$ cat src/rtl/trace_capture_buffer.sv
// trace_capture_buffer
// On-chip trace unit: while running, samples the fetch/decode signals once per
// cycle into a circular buffer, stamping each entry with a cycle count. The
// oldest entry is presented first-word-fall-through on a valid/ready read port.
// Optional feature macro: TRACE_FILTER_NOP_EN. When it is defined, NOP
// instructions (addi x0,x0,0 and the all-zero word) are not captured, but the
// cycle stamp still advances.

module trace_capture_buffer #(
    parameter int DEPTH     = 16,
    parameter int PC_W      = 12,
    parameter int INSTR_W   = 32,
    parameter int CSIG_W    = 7,
    parameter int ALU_W     = 3,
    parameter int CYC_W     = 32,
    parameter int MAX_CAP   = 20,
    parameter int OVERWRITE = 0
) (
    input  logic                     clk,
    input  logic                     rst_n,
    input  logic                     start,
    input  logic                     stop,
    input  logic [PC_W-1:0]          fetch_pc,
    input  logic [INSTR_W-1:0]       fetch_instr,
    input  logic [CSIG_W-1:0]        c_sig,
    input  logic [ALU_W-1:0]         alu_sig,
    input  logic [INSTR_W-1:0]       imm,
    output logic                     rd_valid,
    input  logic                     rd_ready,
    output logic [CYC_W-1:0]         rd_cycle,
    output logic [PC_W-1:0]          rd_pc,
    output logic [INSTR_W-1:0]       rd_instr,
    output logic [CSIG_W-1:0]        rd_csig,
    output logic [ALU_W-1:0]         rd_alu,
    output logic [INSTR_W-1:0]       rd_imm,
    output logic [$clog2(DEPTH):0]   count,
    output logic                     overflow,
    output logic                     busy,
    output logic                     done
);

    localparam int AW = $clog2(DEPTH);
    localparam int CW = AW + 1;

    typedef enum logic [1:0] {
        ST_IDLE = 2'd0,
        ST_RUN  = 2'd1,
        ST_DONE = 2'd2
    } state_t;

    typedef struct packed {
        logic [CYC_W-1:0]   cyc;
        logic [PC_W-1:0]    pc;
        logic [INSTR_W-1:0] instr;
        logic [CSIG_W-1:0]  csig;
        logic [ALU_W-1:0]   alu;
        logic [INSTR_W-1:0] imm;
    } entry_t;

    entry_t          mem [DEPTH];
    entry_t          head;
    state_t          state_q, state_d;
    logic [AW-1:0]   wr_ptr, rd_ptr;
    logic [CW-1:0]   count_q;
    logic [CYC_W-1:0] cyc_cnt, cap_cnt;
    logic            ovf_q;

    logic sample_nop;
    logic running;
    logic capture;
    logic pop;
    logic full;
    logic wr_en;
    logic full_hit;
    logic ovw_adv;
    logic hit_max;

`ifdef TRACE_FILTER_NOP_EN
    assign sample_nop = (fetch_instr == INSTR_W'(32'h0000_0013)) || (fetch_instr == '0);
`else
    assign sample_nop = 1'b0;
`endif

    // A restart takes priority over capturing and popping in the same cycle.
    assign running  = (state_q == ST_RUN);
    assign capture  = running && !start && !sample_nop;
    assign pop      = rd_valid && rd_ready && !start;
    assign full     = (count_q == CW'(DEPTH));
    assign full_hit = capture && full && !pop;
    assign ovw_adv  = full_hit && (OVERWRITE != 0);
    assign wr_en    = capture && (!full_hit || (OVERWRITE != 0));
    assign hit_max  = capture && (MAX_CAP != 0) &&
                      ((cap_cnt + CYC_W'(1)) == CYC_W'(MAX_CAP));

    // Control state register.
    // NOTE: sequential state uses non-blocking assignments so every flop samples pre-edge values.
    always_ff @(posedge clk or negedge rst_n) begin
        if (!rst_n) state_q <= ST_IDLE;
        else        state_q <= state_d;
    end

    // Next state: start always (re)enters RUN; stop or the capture limit ends a run.
    // NOTE: state_d gets a default first so no path leaves it unassigned (no latch).
    always_comb begin
        state_d = state_q;
        if (start)                              state_d = ST_RUN;
        else if (running && (stop || hit_max))  state_d = ST_DONE;
    end

    // Pointers, occupancy, sticky overflow, cycle stamp and capture counter.
    always_ff @(posedge clk or negedge rst_n) begin
        if (!rst_n) begin
            wr_ptr  <= '0;
            rd_ptr  <= '0;
            count_q <= '0;
            ovf_q   <= 1'b0;
            cyc_cnt <= '0;
            cap_cnt <= '0;
        end else if (start) begin
            wr_ptr  <= '0;
            rd_ptr  <= '0;
            count_q <= '0;
            ovf_q   <= 1'b0;
            cyc_cnt <= '0;
            cap_cnt <= '0;
        end else begin
            if (wr_en)           wr_ptr <= wr_ptr + AW'(1);
            if (pop || ovw_adv)  rd_ptr <= rd_ptr + AW'(1);
            if (pop && !wr_en)
                count_q <= count_q - CW'(1);
            else if (wr_en && !pop && !ovw_adv)
                count_q <= count_q + CW'(1);
            if (full_hit) ovf_q   <= 1'b1;
            if (running)  cyc_cnt <= cyc_cnt + CYC_W'(1);
            if (capture)  cap_cnt <= cap_cnt + CYC_W'(1);
        end
    end

    // Trace storage write port; the entry is stamped with this cycle's count.
    // NOTE: the storage array has no reset; count/pointers gate what is visible, so stale data never leaks.
    always_ff @(posedge clk) begin
        if (wr_en) mem[wr_ptr] <= '{cyc: cyc_cnt, pc: fetch_pc, instr: fetch_instr,
                                    csig: c_sig, alu: alu_sig, imm: imm};
    end

    assign head     = mem[rd_ptr];
    assign rd_valid = (count_q != '0);
    assign rd_cycle = head.cyc;
    assign rd_pc    = head.pc;
    assign rd_instr = head.instr;
    assign rd_csig  = head.csig;
    assign rd_alu   = head.alu;
    assign rd_imm   = head.imm;
    assign count    = count_q;
    assign overflow = ovf_q;
    assign busy     = (state_q == ST_RUN);
    assign done     = (state_q == ST_DONE);

endmodule

$ cat config.mk
export PLATFORM = sky130hd
export DESIGN_NAME = trace_capture_buffer
export DESIGN_NICKNAME = d
export VERILOG_FILES = /design/src/rtl/trace_capture_buffer.sv
export SDC_FILE = /design/constraint.sdc
export NUM_CORES = 2
export LEC_CHECK = 0
export CORE_AREA = 2 2 395 397
export CTS_BUF_LIST = sky130_fd_sc_hd__clkbuf_2 sky130_fd_sc_hd__clkbuf_4 sky130_fd_sc_hd__clkbuf_8
export DETAILED_ROUTE_END_ITERATION = 7
export DIE_AREA = 0 0 397 399
export GPL_TIMING_DRIVEN = 0
export PLACE_DENSITY = 0.66
export SLEW_MARGIN = 20
export SYNTH_ARGS = -nofsm -noshare
export SYNTH_HDL_FRONTEND = slang
export SYNTH_SLANG_ARGS = --single-unit
export TNS_END_PERCENT = 100
$ cat constraint.sdc
create_clock -name clk -period 14.25 [get_ports clk]
set_clock_uncertainty 0.1 [all_clocks]
set_input_delay 2.1375 -clock clk [delete_from_list [all_inputs] [get_ports clk]]
set_output_delay 2.1375 -clock clk [all_outputs]
set_load 0.05 [all_outputs]
After elaboration in Yosys (flattened, before gate mapping)
Memory sizes are Yosys's and may differ from the RTL's.
Cells that the tools add are included.

operators by class
  muxes and demuxes = 17
  equal/unequal tests = 4
  add/subtract/negate cells = 6
  reductions and logical operators = 23

operators by type and width
  kind                     count
  $mux W32                 4
  $add A32 B1 Y32 const B  2
  $eq A32 B5 Y1 const B    1
  $mux W4                  4
  $mux W5                  3
  $reduce_bool A2 Y1       6
  $logic_and A1 B1 Y1      10
  $add A4 B1 Y4 const B    2
  $add A5 B1 Y5 const B    1
  $eq A5 B5 Y1 const B     1
  $reduce_bool A5 Y1       1
  $sub A5 B1 Y5 const B    1
  $logic_not A1 Y1         4
  $mux W1                  4
  $mux W2                  2
  $reduce_bool A3 Y1       1
  $eq A2 B1 Y1 const B     1
  $eq A2 B2 Y1 const B     1
  $logic_or A1 B1 Y1       1

storage, ports and cells
  bits in writable memories = 1888
  memories kept = 1
  register bits after elaboration = 80
  output and inout port bits = 127
  word-level logic and storage cells = 58

memories
  name  depth  width  read ports  clocked after Yosys merged registers in  wr ports  line  source
  mem   16     118    1           0                                        1         60    entry_t mem [DEPTH];

Longest topological paths before layout
  word-level depth = 11
  gate-level depth with buffers = 11
  depth with buffers taken out = 11

Worst setup path before layout
No wires, ideal clock.

  kind = input to register
  from = input start
  to = memory mem[4][0] (netlist bit) (enable)
  required time = 13.411 ns
  path slack = 2.727 ns
  arrival time = 10.684 ns
  library setup time = 0.739 ns
  stages on the path = 4
  cells stage by stage = clkbuf_8 nor3_1 nand2_1 nor3_1

between the ends
  word-level cells in the longest chain between the ends = 8
  elaborated cells on any way between the ends = 10

ends and longest elaborated chain
  item                                                            line    source
  start, declared                                                 21      input logic start,
  $logic_not A1 Y1 *                                              86, 87
  $logic_and A1 B1 Y1, on equally long branches                   86, 87
  $logic_and A1 B1 Y1 / $logic_not A1 Y1 (equally long branches)  89      assign full_hit = capture && full && !pop;
  $logic_and A1 B1 Y1                                             89
  $logic_not A1 Y1                                                91      assign wr_en = capture && (!full_hit || (OVERWRITE != 0));
  $logic_and A1 B1 Y1 *                                           91
  $mux W1 *                                                       142     if (wr_en) mem[wr_ptr] <= '{cyc: cyc_cnt, pc: fetch_pc, instr: fetch_instr,
  $mux W1 (implied by the code) *                                 142
  end, declared                                                   60

Every way passes the cells marked *; elsewhere a longest branch is shown, timed or not.

Final worst setup path
  from = register rd_ptr[0]
  to = output rd_cycle[17]

between the ends
  word-level cells in the longest chain between the ends = 1

ends and longest elaborated chain
  item                    line  source
  start, declared         63    logic [AW-1:0] wr_ptr, rd_ptr;
  start signal, assigned  128   if (pop || ovw_adv) rd_ptr <= rd_ptr + AW'(1);
  $mem_v2 Z16 W118        n/a
  end, declared           30    output logic [CYC_W-1:0] rd_cycle,

Every way passes these cells.

==> results.ini <==
[run_status]
status=complete, no violations

[cts]
cts_inserted_buffers=333
ctsResizeCount=0
clk_pin_slew_ns=0.07
clkLatencyLatePin_ns=1.03
htreeDepth=5
cts-root-buf=clkbuf_8
cts_tree=built
cts_setup_buffers=0
cts_buffer_depth=4
cts_hold_buf=0
cts_sinks=1968

[routing]
drt-initial-drc-count=4150
wl_per_cell_um=28.00
finalWirelength_um=196500
dr.pass1.iters=5
ant_nets=0
num_vias=41860
drc=0
via_per_inst=5.966

[sta]
rsz0062_at_grt=no
relSlewSlack=0.1768
period_needed_ns=8.134
setup_violations=0
fin_ws_ns=6.116
worst_pin_slew_ns=1.235
min_period_over_period=0.5708
clock.fmax_mhz=122.9
hold_viol=0
holdWs_ns=0.4118
maxSlewViolCount=0

[min_path]
hp-class=reg2reg
holdPathEnd=overflow$_DFFE_PN0P_
hold_start=overflow$_DFFE_PN0P_
whs_path_depth=2

[power]
power_leakage_nw=28.72
peakVddDrop_v=0.0001535
p_per_area_nw_per_um2=158.0

[yosys]
synth-seq-cells=1968
synth_top_cell_area_share=0.7410
ys_types=60
yosys_warnings=0
ys.flop_type=edfxtp_1
synth_area_um2=76510
synth.area.top_cells=edfxtp_1, mux4_2, mux2i_1, dfrtp_1, mux2_2
avgSynthCellArea_um2=18.90
yosysTopAreaCell=edfxtp_1
yosys-top-cells-count=edfxtp_1, mux2i_1, o21ai_0
ys_seq_area_frac=0.7672
synth-edff-count=1888
yosysMostFrequentCell=edfxtp_1
netlist_instances=4049
async_flop_share=0.04065
syn-num-nets=4151

[worst_setup_path]
cp_cell_sequence=clkbuf_1 > clkbuf_2 > clkbuf_1 > buf_1 > mux2i_1 > a21oi_1 > o21ai_0 > nand2_1 > clkdlybuf4s50_1
critPathMostFrequentCell=clkbuf_1
critical_path_class=reg2out
required_ns=12.01
reg2regPathDepth=11
rr_startpoint=state_q[1]$_DFFE_PN0P_
reg2reg_to=mem[5][44]$_DFFE_PP_
cp_slowest_cell=clkdlybuf4s50_1
startpoint_type=flop
worstSetupStartpoint=rd_ptr[0]$_DFFE_PN0P_
crit_arrival_ns=5.90
path_max_fanout=10
end_kind=output port
rrSetupSlack_ns=10.07
max_stage_delay_ns=0.85

[die]
io_pins=218
start_util=0.4978
die_h_um=399
die_width_um=397
num_rows=144
die-area_um2=158400
core_um2=153700

[cells_and_area]
drive_above_1_share=0.2115
areaGrowthSynthToFinish_pct=16.82
fillCellCount=11380
final_nets=4831
final_cell_area_um2=89380

[placed_design]
gp_congestion=0.8138
postPlaceCellArea_um2=83180
io_buffers=217
hpwl_um=125200
pre_cts_ws_ns=7.009

[grt]
first_global_vias=43150
grt_overflow=0
grt_start_max_net_pins=53
grt_pass1_wl_um=283600
grt_usage=0.2476
antenna_found_initial=21

[run]
drv_cap=0

## per-layer routing
layer | global-route usage | part of all wire | routed length [um] | up-vias
met2 | 0.4008 | 0.49 | 95540 | 1899
met4 | 0.08942 | 0.031 | 6181 | 8
met5 | 0 | 0.00026 | 51 | -
met3 | 0.05294 | 0.083 | 16300 | 341
li1 | - | - | - | 17860
met1 | 0.3334 | 0.40 | 78430 | 21760
## per-stage QoR
step / utilization / power, mW / cells / TNS [ns]
2_1_floorplan: - / 8.495 / 4049 / 0
3_3_place_gp: 0.5286 / 9.511 / 6310 / -3820.68
3_5_place_dp: 0.5412 / 9.527 / 6437 / 0
4_1_cts: 0.5811 / 14.24 / 7002 / 0
5_1_grt: 0.5814 / 14.60 / 7009 / 0
6_report: 0.5815 / 14.12 / 7017 / 0
## cell usage in the layout, fill, tap and decap left out, drive strengths merged, types with 106 or more instances in the layout
| cell type | instances |
|---|---|
| edfxtp | 1888 |
| clkbuf | 619 |
| mux2i | 355 |
| o21ai | 246 |
| mux4 | 236 |
| clkdlybuf4s50 | 216 |
| buf | 177 |
| nand2 | 173 |
| a21oi | 139 |
| mux2 | 119 |
| a221oi | 118 |
| a22oi | 118 |
| clkinv | 106 |
## registers in the layout, indices dropped and copies added (netlist names)
signal / cells
rd_ptr: 4
wr_ptr: 4
overflow: 1
state_q: 2
cyc_cnt: 32
cap_cnt: 32
count: 5
mem: 1888
## report_power, final
group	internal (mW)	switching, mW
logic	1.13	1.80
registers	6.43	0.0342
clock network	2.56	2.17
## final cells by class
type	instances	area (um2)	share of cell area
clock buffer	445	5493	0.06146
sequential	1968	58700	0.6567
multi-input combinational	1845	16970	0.1899
antenna	14	35.03	0.0003920
tap	2044	2557	0.02861
clock inverter	120	636.9	0.007126
timing repair buffer	345	4035	0.04515
buffer	222	895.9	0.01002
inverter	14	52.55	0.0005880
## critical path: cells and delay by family (launching register included)
| kind | cells | cell delay [ns] |
|---|---|---|
| buffers and inverters | 5 | 3.48 |
| DFF | 1 | 0.47 |
| AOI/OAI and AO/OA | 2 | 0.46 |
| and+or+nand+nor | 1 | 0.27 |
| muxes | 1 | 0.17 |
## how the worst max path moves through the flow
stage	endpoint	slack, ns	cells past startpoint
after floorplan	mem[4][0]$_DFFE_PP_	2.73	4
after global placement	mem[6][50]$_DFFE_PP_	-7.22	5
after detailed placement	rd_instr[28]	7.01	9
after CTS	rd_instr[28]	5.85	9
after global routing	rd_instr[28]	5.95	10
final	rd_cycle[17]	6.12	9
## kinds of logic after synthesis
| group | after synthesis | share of synthesized area |
|---|---|---|
| DFF | 1968 | 0.7672 |
| xor gates and xnor gates | 76 | 0.008700 |
| muxes | 710 | 0.1334 |
| buffers and inverters | 236 | 0.01189 |
| adders and majority gates | 11 | 0.001897 |
| and+or+nand+nor | 410 | 0.02487 |
| AOI/OAI and AO/OA | 638 | 0.05204 |
(Power assumes the default switching activity.)
